[config.mk]
export PLATFORM = sky130hd
export DESIGN_NAME = rpll_ctrl
export DESIGN_NICKNAME = d
export VERILOG_FILES = /design/src/rtl/rpll_ctrl.sv
export SDC_FILE = /design/constraint.sdc
export NUM_CORES = 1
export LEC_CHECK = 0
export CAP_MARGIN = 15
export CORE_MARGIN = 5
export CORE_UTILIZATION = 25
export CTS_CLUSTER_DIAMETER = 60
export CTS_CLUSTER_SIZE = 40
export DETAILED_ROUTE_END_ITERATION = 7
export PLACE_DENSITY = 0.54
export SETUP_SLACK_MARGIN = 0.02
export SLEW_MARGIN = 20
export SYNTH_ARGS = -nofsm -noshare
export SYNTH_HDL_FRONTEND = slang
export SYNTH_SLANG_ARGS = --single-unit
export TNS_END_PERCENT = 10
[constraint.sdc]
create_clock -name clk -period 2.2 [get_ports clk]
set_clock_uncertainty 0.05 [all_clocks]
set_input_delay 0.44 -clock clk [delete_from_list [all_inputs] [get_ports clk]]
set_output_delay 0.44 -clock clk [all_outputs]
set_load 0.01 [all_outputs]
[src/rtl/rpll_ctrl.sv]
// rtl/rpll_ctrl.sv - supervisory controller around rpll_sm: clock release, bounded relock, interrupts
module rpll_ctrl #(
  parameter int CNT_W = 16
) (
  input  logic             clk,
  input  logic             reset,
  input  logic             swi_enable,
  input  logic             swi_auto_relock,
  input  logic [3:0]       swi_max_retries,
  input  logic [CNT_W-1:0] swi_lock_timeout,
  input  logic [7:0]       swi_ready_stable_count,
  input  logic [7:0]       swi_relock_off_time,
  input  logic [3:0]       swi_int_en,
  input  logic [3:0]       int_clear,
  input  logic             sm_ready,
  input  logic             sm_loss_of_lock,
  input  logic             sm_ret_exit_timeout,
  output logic             sm_enable,
  output logic             sm_reset_req,
  output logic             clk_out_en,
  output logic [3:0]       int_status,
  output logic             irq,
  output logic [3:0]       retry_count,
  output logic             relock_failed,
  output logic [2:0]       ctrl_state
);

  typedef enum logic [2:0] {
    ST_OFF         = 3'd0,
    ST_WAIT_READY  = 3'd1,
    ST_STABLE_WAIT = 3'd2,
    ST_RUNNING     = 3'd3,
    ST_RELOCK_OFF  = 3'd4,
    ST_FAILED      = 3'd5
  } state_t;

  // Interrupt bit positions inside int_status.
  localparam int INT_LOCK     = 0;
  localparam int INT_LOL      = 1;
  localparam int INT_RET_TO   = 2;
  localparam int INT_LOCK_TO  = 3;

  state_t           state_q, state_d;
  logic [CNT_W-1:0] cnt_q, cnt_d;
  logic             sm_enable_q, sm_enable_d;
  logic             sm_reset_req_q, sm_reset_req_d;
  logic             clk_out_en_q, clk_out_en_d;
  logic [3:0]       int_status_q, int_status_d;
  logic             irq_q, irq_d;
  logic [3:0]       retry_count_q, retry_count_d;
  logic             relock_failed_q, relock_failed_d;

  logic [CNT_W-1:0] cnt_inc;
  logic [CNT_W-1:0] stable_target;
  logic [CNT_W-1:0] relock_target;
  logic [7:0]       relock_off_eff;
  logic [3:0]       retry_inc;
  logic             timeout_hit;
  logic             fail;
  logic [3:0]       int_set;

  // Saturating helpers and compare targets shared by the FSM.
  always_comb begin
    cnt_inc        = (cnt_q == {CNT_W{1'b1}}) ? cnt_q : cnt_q + CNT_W'(1);
    retry_inc      = (retry_count_q == 4'hF) ? 4'hF : retry_count_q + 4'd1;
    relock_off_eff = (swi_relock_off_time < 8'd3) ? 8'd3 : swi_relock_off_time;
    stable_target  = CNT_W'(swi_ready_stable_count);
    relock_target  = CNT_W'(relock_off_eff);
    timeout_hit    = (swi_lock_timeout != '0) && (cnt_q == swi_lock_timeout);
  end

  // Next-state, counter, output and interrupt-set computation.
  always_comb begin
    state_d         = state_q;
    cnt_d           = cnt_q;
    sm_enable_d     = sm_enable_q;
    sm_reset_req_d  = sm_reset_req_q;
    clk_out_en_d    = clk_out_en_q;
    retry_count_d   = retry_count_q;
    relock_failed_d = relock_failed_q;
    fail            = 1'b0;
    int_set         = 4'b0000;

    if (!swi_enable) begin
      // Software disable overrides everything; retry history is kept.
      state_d        = ST_OFF;
      clk_out_en_d   = 1'b0;
      sm_enable_d    = 1'b0;
      sm_reset_req_d = 1'b1;
    end else begin
      case (state_q)
        ST_OFF: begin
          state_d         = ST_WAIT_READY;
          sm_enable_d     = 1'b1;
          sm_reset_req_d  = 1'b0;
          clk_out_en_d    = 1'b0;
          cnt_d           = '0;
          retry_count_d   = 4'd0;
          relock_failed_d = 1'b0;
        end

        ST_WAIT_READY: begin
          if (sm_ready) begin
            state_d = ST_STABLE_WAIT;
            cnt_d   = '0;
          end else if (sm_ret_exit_timeout) begin
            int_set[INT_RET_TO] = 1'b1;
            fail                = 1'b1;
          end else if (timeout_hit) begin
            int_set[INT_LOCK_TO] = 1'b1;
            fail                 = 1'b1;
          end else begin
            cnt_d = cnt_inc;
          end
        end

        ST_STABLE_WAIT: begin
          if (!sm_ready) begin
            // A ready dropout restarts acquisition without costing a retry.
            state_d = ST_WAIT_READY;
            cnt_d   = '0;
          end else if (cnt_q == stable_target) begin
            state_d           = ST_RUNNING;
            clk_out_en_d      = 1'b1;
            int_set[INT_LOCK] = 1'b1;
          end else begin
            cnt_d = cnt_inc;
          end
        end

        ST_RUNNING: begin
          if (sm_loss_of_lock) begin
            clk_out_en_d        = 1'b0;
            int_set[INT_LOL]    = 1'b1;
            int_set[INT_RET_TO] = sm_ret_exit_timeout;
            fail                = 1'b1;
          end else if (!sm_ready) begin
            // Retention entry: gate the clock and wait for ready to return.
            clk_out_en_d = 1'b0;
            state_d      = ST_WAIT_READY;
            cnt_d        = '0;
          end
        end

        ST_RELOCK_OFF: begin
          sm_enable_d    = 1'b0;
          sm_reset_req_d = 1'b1;
          if (cnt_q == relock_target) begin
            state_d        = ST_WAIT_READY;
            sm_enable_d    = 1'b1;
            sm_reset_req_d = 1'b0;
            cnt_d          = '0;
          end else begin
            cnt_d = cnt_inc;
          end
        end

        ST_FAILED: begin
          sm_enable_d     = 1'b0;
          sm_reset_req_d  = 1'b1;
          clk_out_en_d    = 1'b0;
          relock_failed_d = 1'b1;
        end

        default: begin
          state_d        = ST_OFF;
          sm_enable_d    = 1'b0;
          sm_reset_req_d = 1'b1;
          clk_out_en_d   = 1'b0;
          cnt_d          = '0;
        end
      endcase

      // Any failure either schedules a bounded relock or parks in FAILED.
      if (fail) begin
        clk_out_en_d   = 1'b0;
        sm_enable_d    = 1'b0;
        sm_reset_req_d = 1'b1;
        cnt_d          = '0;
        if (swi_auto_relock && (retry_count_q < swi_max_retries)) begin
          state_d       = ST_RELOCK_OFF;
          retry_count_d = retry_inc;
        end else begin
          state_d         = ST_FAILED;
          relock_failed_d = 1'b1;
        end
      end
    end
  end

  // Sticky W1C interrupt status (set beats clear) and the registered irq.
  always_comb begin
    int_status_d = (int_status_q & ~int_clear) | int_set;
    irq_d        = |(int_status_q & swi_int_en);
  end

  // State and output registers.
  always_ff @(posedge clk or posedge reset) begin
    if (reset) begin
      state_q         <= ST_OFF;
      cnt_q           <= '0;
      sm_enable_q     <= 1'b0;
      sm_reset_req_q  <= 1'b1;
      clk_out_en_q    <= 1'b0;
      int_status_q    <= 4'b0000;
      irq_q           <= 1'b0;
      retry_count_q   <= 4'd0;
      relock_failed_q <= 1'b0;
    end else begin
      state_q         <= state_d;
      cnt_q           <= cnt_d;
      sm_enable_q     <= sm_enable_d;
      sm_reset_req_q  <= sm_reset_req_d;
      clk_out_en_q    <= clk_out_en_d;
      int_status_q    <= int_status_d;
      irq_q           <= irq_d;
      retry_count_q   <= retry_count_d;
      relock_failed_q <= relock_failed_d;
    end
  end

  assign sm_enable     = sm_enable_q;
  assign sm_reset_req  = sm_reset_req_q;
  assign clk_out_en    = clk_out_en_q;
  assign int_status    = int_status_q;
  assign irq           = irq_q;
  assign retry_count   = retry_count_q;
  assign relock_failed = relock_failed_q;
  assign ctrl_state    = state_q;

endmodule
==> results of run 1 <==
## registers in the layout, summed over array words and instances (netlist names)
name	count
cnt_q	16
int_status	4
retry_count	4
ctrl_state	3
clk_out_en	1
irq	1
relock_failed	1
sm_enable	1
sm_reset_req	1
## cells in the mapped netlist (all sizes together) (4+ instances only)
cell type	instances	area share [%]
a21o	4	1.2
a21oi	12	2.4
a31oi	13	3.2
a32oi	4	1.4
and3	8	2.0
and4	4	1.4
buf	11	2.4
clkbuf	7	1.0
dfrtp	31	31
ha	5	2.5
inv	21	3.1
nand2	20	3.0
nand2b	6	1.5
nand3	15	3.0
nand4	9	2.2
nor2	19	3.1
nor3	6	1.2
nor4	7	2.0
o21a	4	1.2
o21ai	8	1.6
o22ai	5	1.2
xnor2	22	7.6
xor2	10	3.5
## final cells by class
| type | count | share of cell area (%) |
|---|---|---|
| clock buffer | 5 | 1.66 |
| clock inverter | 3 | 0.573 |
| inverter | 21 | 1.90 |
| multi-input combinational | 228 | 43.5 |
| sequential | 32 | 19.4 |
| tap | 133 | 4.01 |
| timing repair buffer | 133 | 28.9 |
## stage by stage
| step | hold slack (ns) | setup slack [ns] |
|---|---|---|
| floorplan | 0.465 | 0.0954 |
| global placement | 0.465 | -0.485 |
| detailed placement | 0.466 | -0.468 |
| CTS | 0.486 | -0.0168 |
| global route | 0.540 | -0.0741 |
| finish | 0.482 | -0.0141 |
## timing repair
item                       in CTS  in global routing
setup endpoints to repair      23                 27
gates cloned                    0                  2
pin swaps                      11                 18
buffers inserted                0                  5
gates resized for setup        33                 39
## cell families after synthesis
kind of cell	Yosys count
AO/OA/AOI/OAI	81
XOR/XNOR	32
adder cells (fa/ha/maj)	5
buffers and inverters	39
flip-flops	32
multiplexers	3
AND/OR/NAND/NOR	107
## metal layers
metal / share of wire (%) / vias up / global-route usage [%]
met4: 0.58 / 0 / 2.63
met2: 50 / 52 / 23.4
met3: 3.5 / 4 / 2.90
li1: - / 1350 / -
met1: 46 / 1331 / 17.5
met5: 0 / - / 0
## worst paths after layout
kind                                     from   endpoint  depth (start not counted)
worst max register to register      cnt_q[13]   cnt_q[7]                          7
worst min-delay path            int_status[3]        irq                          2
worst max-delay path                cnt_q[13]   cnt_q[7]                          7
max in group asynchronous               reset   cnt_q[0]                          3
worst min register to register  int_status[3]        irq                          2
min in group asynchronous               reset  cnt_q[11]                          3
## worst max-delay path: cells and delay by family (launching register included)
kind | cells | cell delay (ns)
AO/OA/AOI/OAI | 3 | 0.44
buffers and inverters | 1 | 0.17
flip-flops | 1 | 0.41
AND/OR/NAND/NOR | 3 | 1.02
## where the power goes
part           internal, W  switching [W]
combinational     0.000502       0.000467
clock             0.000224       0.000264
sequential        0.000639      0.0000735
total              0.00137       0.000805
==> flow_summary_export.csv, run 1 <==
group,metric,value,unit
grt,grt_first_pass_wirelength,13800,um
finish,fin_cells,555,
sta,setup_total_negative_slack,-0.0197,ns
routing,drc_marker_count_from_the_first_detailed_route_iteration,95,
logic_synthesis,count_of_flip_flops_with_a_built_in_enable_after_synthesis,0,
sta,post-route-worst-setup-slack,-0.0141,ns
sta,worst_pin_slew,0.447,ns
logic_synthesis,mappedNetlistArea,2520,um2
routing,drt-vias-per-instance,4.93,
logic_synthesis,synthSimpleGateAreaFrac,24.0,%
logic_synthesis,post_synth_xor_area_fraction,11.1,%
placement,gpl.final_weighted_congestion,0.881,
logic_synthesis,muxShareOfSynthArea,1.19,%
floorplan,die_area,12200,um2
placement,hpwl,6600,um
clock_network,worst_skew_pair.late_latency,0.30,ns
finish,final_net_count,477,
logic_synthesis,post_synthesis_area_per_instance,8.44,um2
power_and_ir_drop,power-per-cell-area,523,nW/um2
sta,report.final.hold_viol_count,0,
finish,drive_above_1_share,28.2,%
clock_network,cts_root_buffer,"sky130_fd_sc_hd__clkbuf_8",
logic_synthesis,synthesis.instances,299,
grt,gr-total-overflow,0,
worst_setup_path,crit_path_end_kind,"flop",
sta,setup_viol,3,
grt,grt_start_max_net_pins,33,
placement,placed_cells_incl_taps,540,
floorplan,rows,36,
finish,multi_input_comb_area,1800,um2
logic_synthesis,synth_flop_cell,"sky130_fd_sc_hd__dfrtp_1",
routing,total_vias_in_the_final_route,2737,
clock_network,tritoncts,"yes",
finish,final_core_utilization,42.2,%
worst_setup_path,path_cells,"or4_4 -> nor2_4 -> nor4b_4 -> o211ai_4 -> buf_6 -> a32oi_2 -> o31ai_2",
worst_setup_path,ff2ff_setup_slack,-0.01,ns
grt,grt_util_overall,13.6,%
worst_setup_path,crit_slowest_cell,"sky130_fd_sc_hd__or4_4",
logic_synthesis,arithmetic_cell_share_of_the_synthesized_area_counting_full_adders_half_adders_and_majority_gates,2.48,%
clock_network,clock_tree.buffer_depth,2,
finish,register_area,806,um2
logic_synthesis,synth-compound-area-share,22.9,%
floorplan,floorplan.io_pins,67,
routing,firstDrtPassIters,4,
sta,fin_crit_sh,101,%
clock_network,clock_transition_at_the_registers_of_the_reported_paths,0.08,ns
logic_synthesis,synth_sequential_area_ratio,31.8,%
routing,wirelength,8770,um
worst_setup_path,critical_path_required,2.33,ns
floorplan,die_x,110,um
floorplan,initial_utilization,25.7,%
clock_network,cts.sinks,32,
routing,post-route-drc-count,0,
logic_synthesis,synth_seq_cells,32,
placement,io_buffer_count,66,
finish,final_common_cell,"sky130_fd_sc_hd__buf_4",
worst_setup_path,worst-setup-path-type,"reg -> reg",
finish,layout.cells.most_common_list,"sky130_fd_sc_hd__buf_4, sky130_fd_sc_hd__clkdlybuf4s50_1, sky130_fd_sc_hd__dfrtp_1",
logic_synthesis,asyncSetResetFlopFracSynth,100,%
clock_network,cts_hold_repair.buffers,0,
sta,tightest_slew_margin_relative_to_the_limit,70.2,%
sta,maxClockFrequency,452,MHz
clock_network,cts-buffers-inserted,5,
logic_synthesis,dominant_combinational_cell_family_by_area_after_synthesis,"simple AND/OR/NAND/NOR gates",
placement,detailed_place.area,3710,um2
power_and_ir_drop,worst_ir_drop_vdd,0.000218,V
sta,final_period_minus_worst_setup_slack,2.21,ns
finish,antenna_cells_inserted,0,
clock_network,maximum_level_of_the_cts_h_tree,2,
routing,wl_per_cell,15.8,um
run,drv_cap,0,
routing,antenna_left,0,
grt,first_global_vias,2791,
floorplan,floorplan.core_area,9820,um2
worst_setup_path,arrival,2.35,ns
logic_synthesis,syn_nets,355,
sta,final-max-slew-violation-count,0,
finish,fin_area,4150,um2
power_and_ir_drop,totalPowerFinal,0.00217,W
finish,syn_to_final_growth,64.4,%
sta,setup_repair_after_global_routing_missed_its_margin,"true",
worst_setup_path,longest_individual_stage_delay_on_the_worst_path,0.54,ns
min_path,hold_path_class,"reg -> reg",
grt,grt_antenna_before_repair,0,
status,run_status,"finished, violations left",
logic_synthesis,synth.lib_cells_used.distinct,53,
power_and_ir_drop,power.leakage,1.76,nW
finish,nFillCells,1020,
status,violations_in_the_final_reports,"negative setup slack",
logic_synthesis,yosysWarnings,0,
worst_setup_path,critical_path.startpoint_type,"flop",
floorplan,die_h,110,um
worst_setup_path,highest_fanout_seen_on_the_critical_path,5,
Power figures use the tool's default switching activity.
==> run 2: changes to the inputs <==
CORE_UTILIZATION = 44   (was 25)
PLACE_DENSITY = 0.82   (was 0.54)
==> run 2 against run 1 <==
Net effect:
- the flow still finishes with violations (negative setup slack)
- clock-buffer cell count up 2
- combinational power down 4.8%
- die area down 40%
- maximum frequency down 0.13%
- flip-flop and latch count unchanged
- sequential power up 1%
- power down 3.8%
- design area down 5.6%
- register-to-register slack about the same
- core utilization up 28 points
- critical endpoint is now cnt_q[8]
==> flow_summary_export.csv, run 2 (synthesized netlist as in run 1, its figures left out) <==
group,metric,value,unit
status,run_status,"finished, violations left",
status,violations_in_the_final_reports,"negative setup slack",
placement,post-place-ws,-0.446,ns
routing,wirelength,8750,um
floorplan,rows,27,
worst_setup_path,worst_path_dominant_cell_family,"simple AND/OR/NAND/NOR gates",
grt,grt_util_met2,41.6,%
sta,fin_crit_sh,101,%
floorplan,die_x,85.7,um
finish,syn_to_final_growth,55.3,%
worst_setup_path,arrival,2.37,ns
finish,register_area,806,um2
power_and_ir_drop,power.leakage,1.70,nW
grt,gr-total-overflow,0,
power_and_ir_drop,worst_ir_drop_vdd,0.000296,V
placement,hpwl,6320,um
clock_network,cts_hold_repair.buffers,0,
routing,antenna_left,0,
sta,report.final.hold_viol_count,0,
worst_setup_path,crit_path_end_kind,"flop",
worst_setup_path,worst-path-buf-inv,2,
sta,post-route-worst-setup-slack,-0.0171,ns
grt,grtUsageMet3,3.46,%
finish,drive_above_1_share,23.8,%
grt,grt_first_pass_wirelength,13800,um
clock_network,tritoncts,"yes",
grt,grt_util_overall,23.5,%
finish,largest_register_ffs,16,
routing,total_vias_in_the_final_route,2901,
clock_network,cts.sinks,32,
grt,first_global_vias,2892,
grt,gr-max-usage-layer,"met2",
clock_network,worst_skew_pair.late_latency,0.29,ns
sta,maxClockFrequency,451,MHz
sta,setup_viol,4,
finish,final_net_count,475,
clock_network,cts-buffers-inserted,5,
clock_network,cts_root_buffer,"sky130_fd_sc_hd__clkbuf_8",
routing,drc_marker_count_from_the_first_detailed_route_iteration,223,
finish,layout.cells.most_common_list,"sky130_fd_sc_hd__buf_4, sky130_fd_sc_hd__clkdlybuf4s50_1, sky130_fd_sc_hd__dfrtp_1",
floorplan,floorplan.core_area,5540,um2
sta,worst_pin_slew,0.431,ns
run,drv_cap,0,
routing,drt-vias-per-instance,5.90,
worst_setup_path,critical_path_required,2.35,ns
worst_setup_path,worst-setup-path-type,"reg -> reg",
routing,wl_per_cell,17.8,um
finish,multi_input_comb_area,1690,um2
worst_setup_path,critical-path-top-cell-by-count,"sky130_fd_sc_hd__buf_4",
sta,final_period_minus_worst_setup_slack,2.22,ns
worst_setup_path,path_cells,"xor2_1 -> nor4_2 -> buf_4 -> nand4_1 -> o21bai_1 -> buf_4 -> a31oi_1 -> o22ai_1",
finish,final_core_utilization,70.7,%
floorplan,floorplan.io_pins,67,
finish,nFillCells,406,
routing,post-route-drc-count,0,
floorplan,die_area,7350,um2
finish,antenna_cells_inserted,0,
clock_network,maximum_level_of_the_cts_h_tree,2,
placement,gpl.final_weighted_congestion,0.889,
worst_setup_path,longest_individual_stage_delay_on_the_worst_path,0.47,ns
sta,setup_repair_after_global_routing_missed_its_margin,"true",
grt,grt_start_max_net_pins,33,
min_path,hold_path_class,"in -> async",
power_and_ir_drop,power-per-cell-area,533,nW/um2
worst_setup_path,highest_fanout_seen_on_the_critical_path,8,
placement,io_buffer_count,66,
clock_network,clock_tree.buffer_depth,2,
clock_network,clock_transition_at_the_registers_of_the_reported_paths,0.07,ns
floorplan,die_h,85.7,um
sta,final-max-slew-violation-count,0,
floorplan,initial_utilization,45.5,%
finish,final_common_cell,"sky130_fd_sc_hd__buf_4",
worst_setup_path,critical_path.startpoint_type,"flop",
sta,tightest_slew_margin_relative_to_the_limit,71.0,%
grt,grt_antenna_before_repair,0,
finish,regMostFlops,"cnt_q",
worst_setup_path,crit_slowest_cell,"sky130_fd_sc_hd__dfrtp_2",
routing,firstDrtPassIters,5,
grt,use_met1,28.4,%
run 2: worst paths after layout:
kind                          startpoint             end  slack, ns  cells past startpoint
setup / recovery                cnt_q[0]        cnt_q[8]      -0.02                      8
hold / removal                     reset  retry_count[1]       0.49                      3
setup reg to reg                cnt_q[0]        cnt_q[8]      -0.02                      8
hold reg to reg            int_status[1]             irq       0.50                      2
max in group asynchronous          reset    sm_reset_req       1.27                      3
min in group clk           int_status[1]             irq       0.50                      2
run 2: tightest hold or removal path, stage by stage:
cell                              delay [ns]
sky130_fd_sc_hd__clkdlybuf4s50_1        0.39
sky130_fd_sc_hd__inv_1                  0.05
sky130_fd_sc_hd__buf_4                  0.38
run 2: repair_timing:
| action | 4_1_cts | 5_1_grt |
|---|---|---|
| pin swaps | 11 | 11 |
| setup endpoints to repair | 24 | 26 |
| endpoints found under the hold margin | 0 | 0 |
| gates resized for setup | 30 | 20 |
| setup buffers | 0 | 6 |
| gates cloned | 0 | 1 |
run 2: cell type report:
cell class	instances	share of cell area (%)
well taps	72	2.30
inverters	21	2.01
flip-flops and latches	32	20.6
multi-input cells	228	43.1
repair buffers	131	29.9
clock inverters	1	0.128
clock buffers	7	1.95
run 2: through the flow:
step | TNS, ns | total power [W] | hold WS [ns] | instances | area, um2
after floorplan | 0 | 0.00115 | 0.465 | 299 | 2520
after global placement | -8.92 | 0.00149 | 0.467 | 477 | 3620
after detailed placement | -9.54 | 0.00151 | 0.494 | 477 | 3620
after CTS | 0 | 0.00200 | 0.507 | 485 | 3810
after global routing | -1.26 | 0.00220 | 0.544 | 492 | 3920
final | -0.0417 | 0.00209 | 0.492 | 492 | 3920
run 2: layer usage:
metal | part of all wire [%] | routed length [um]
met1 | 40 | 3520
met2 | 52 | 4560
met3 | 5.5 | 479
met4 | 2.2 | 192
met5 | 0 | 0
run 2: power by group:
part	total [W]	switching [W]	internal [W]
registers	0.000719	0.0000790	0.000640
logic	0.000923	0.000448	0.000475
clock network	0.000446	0.000224	0.000222
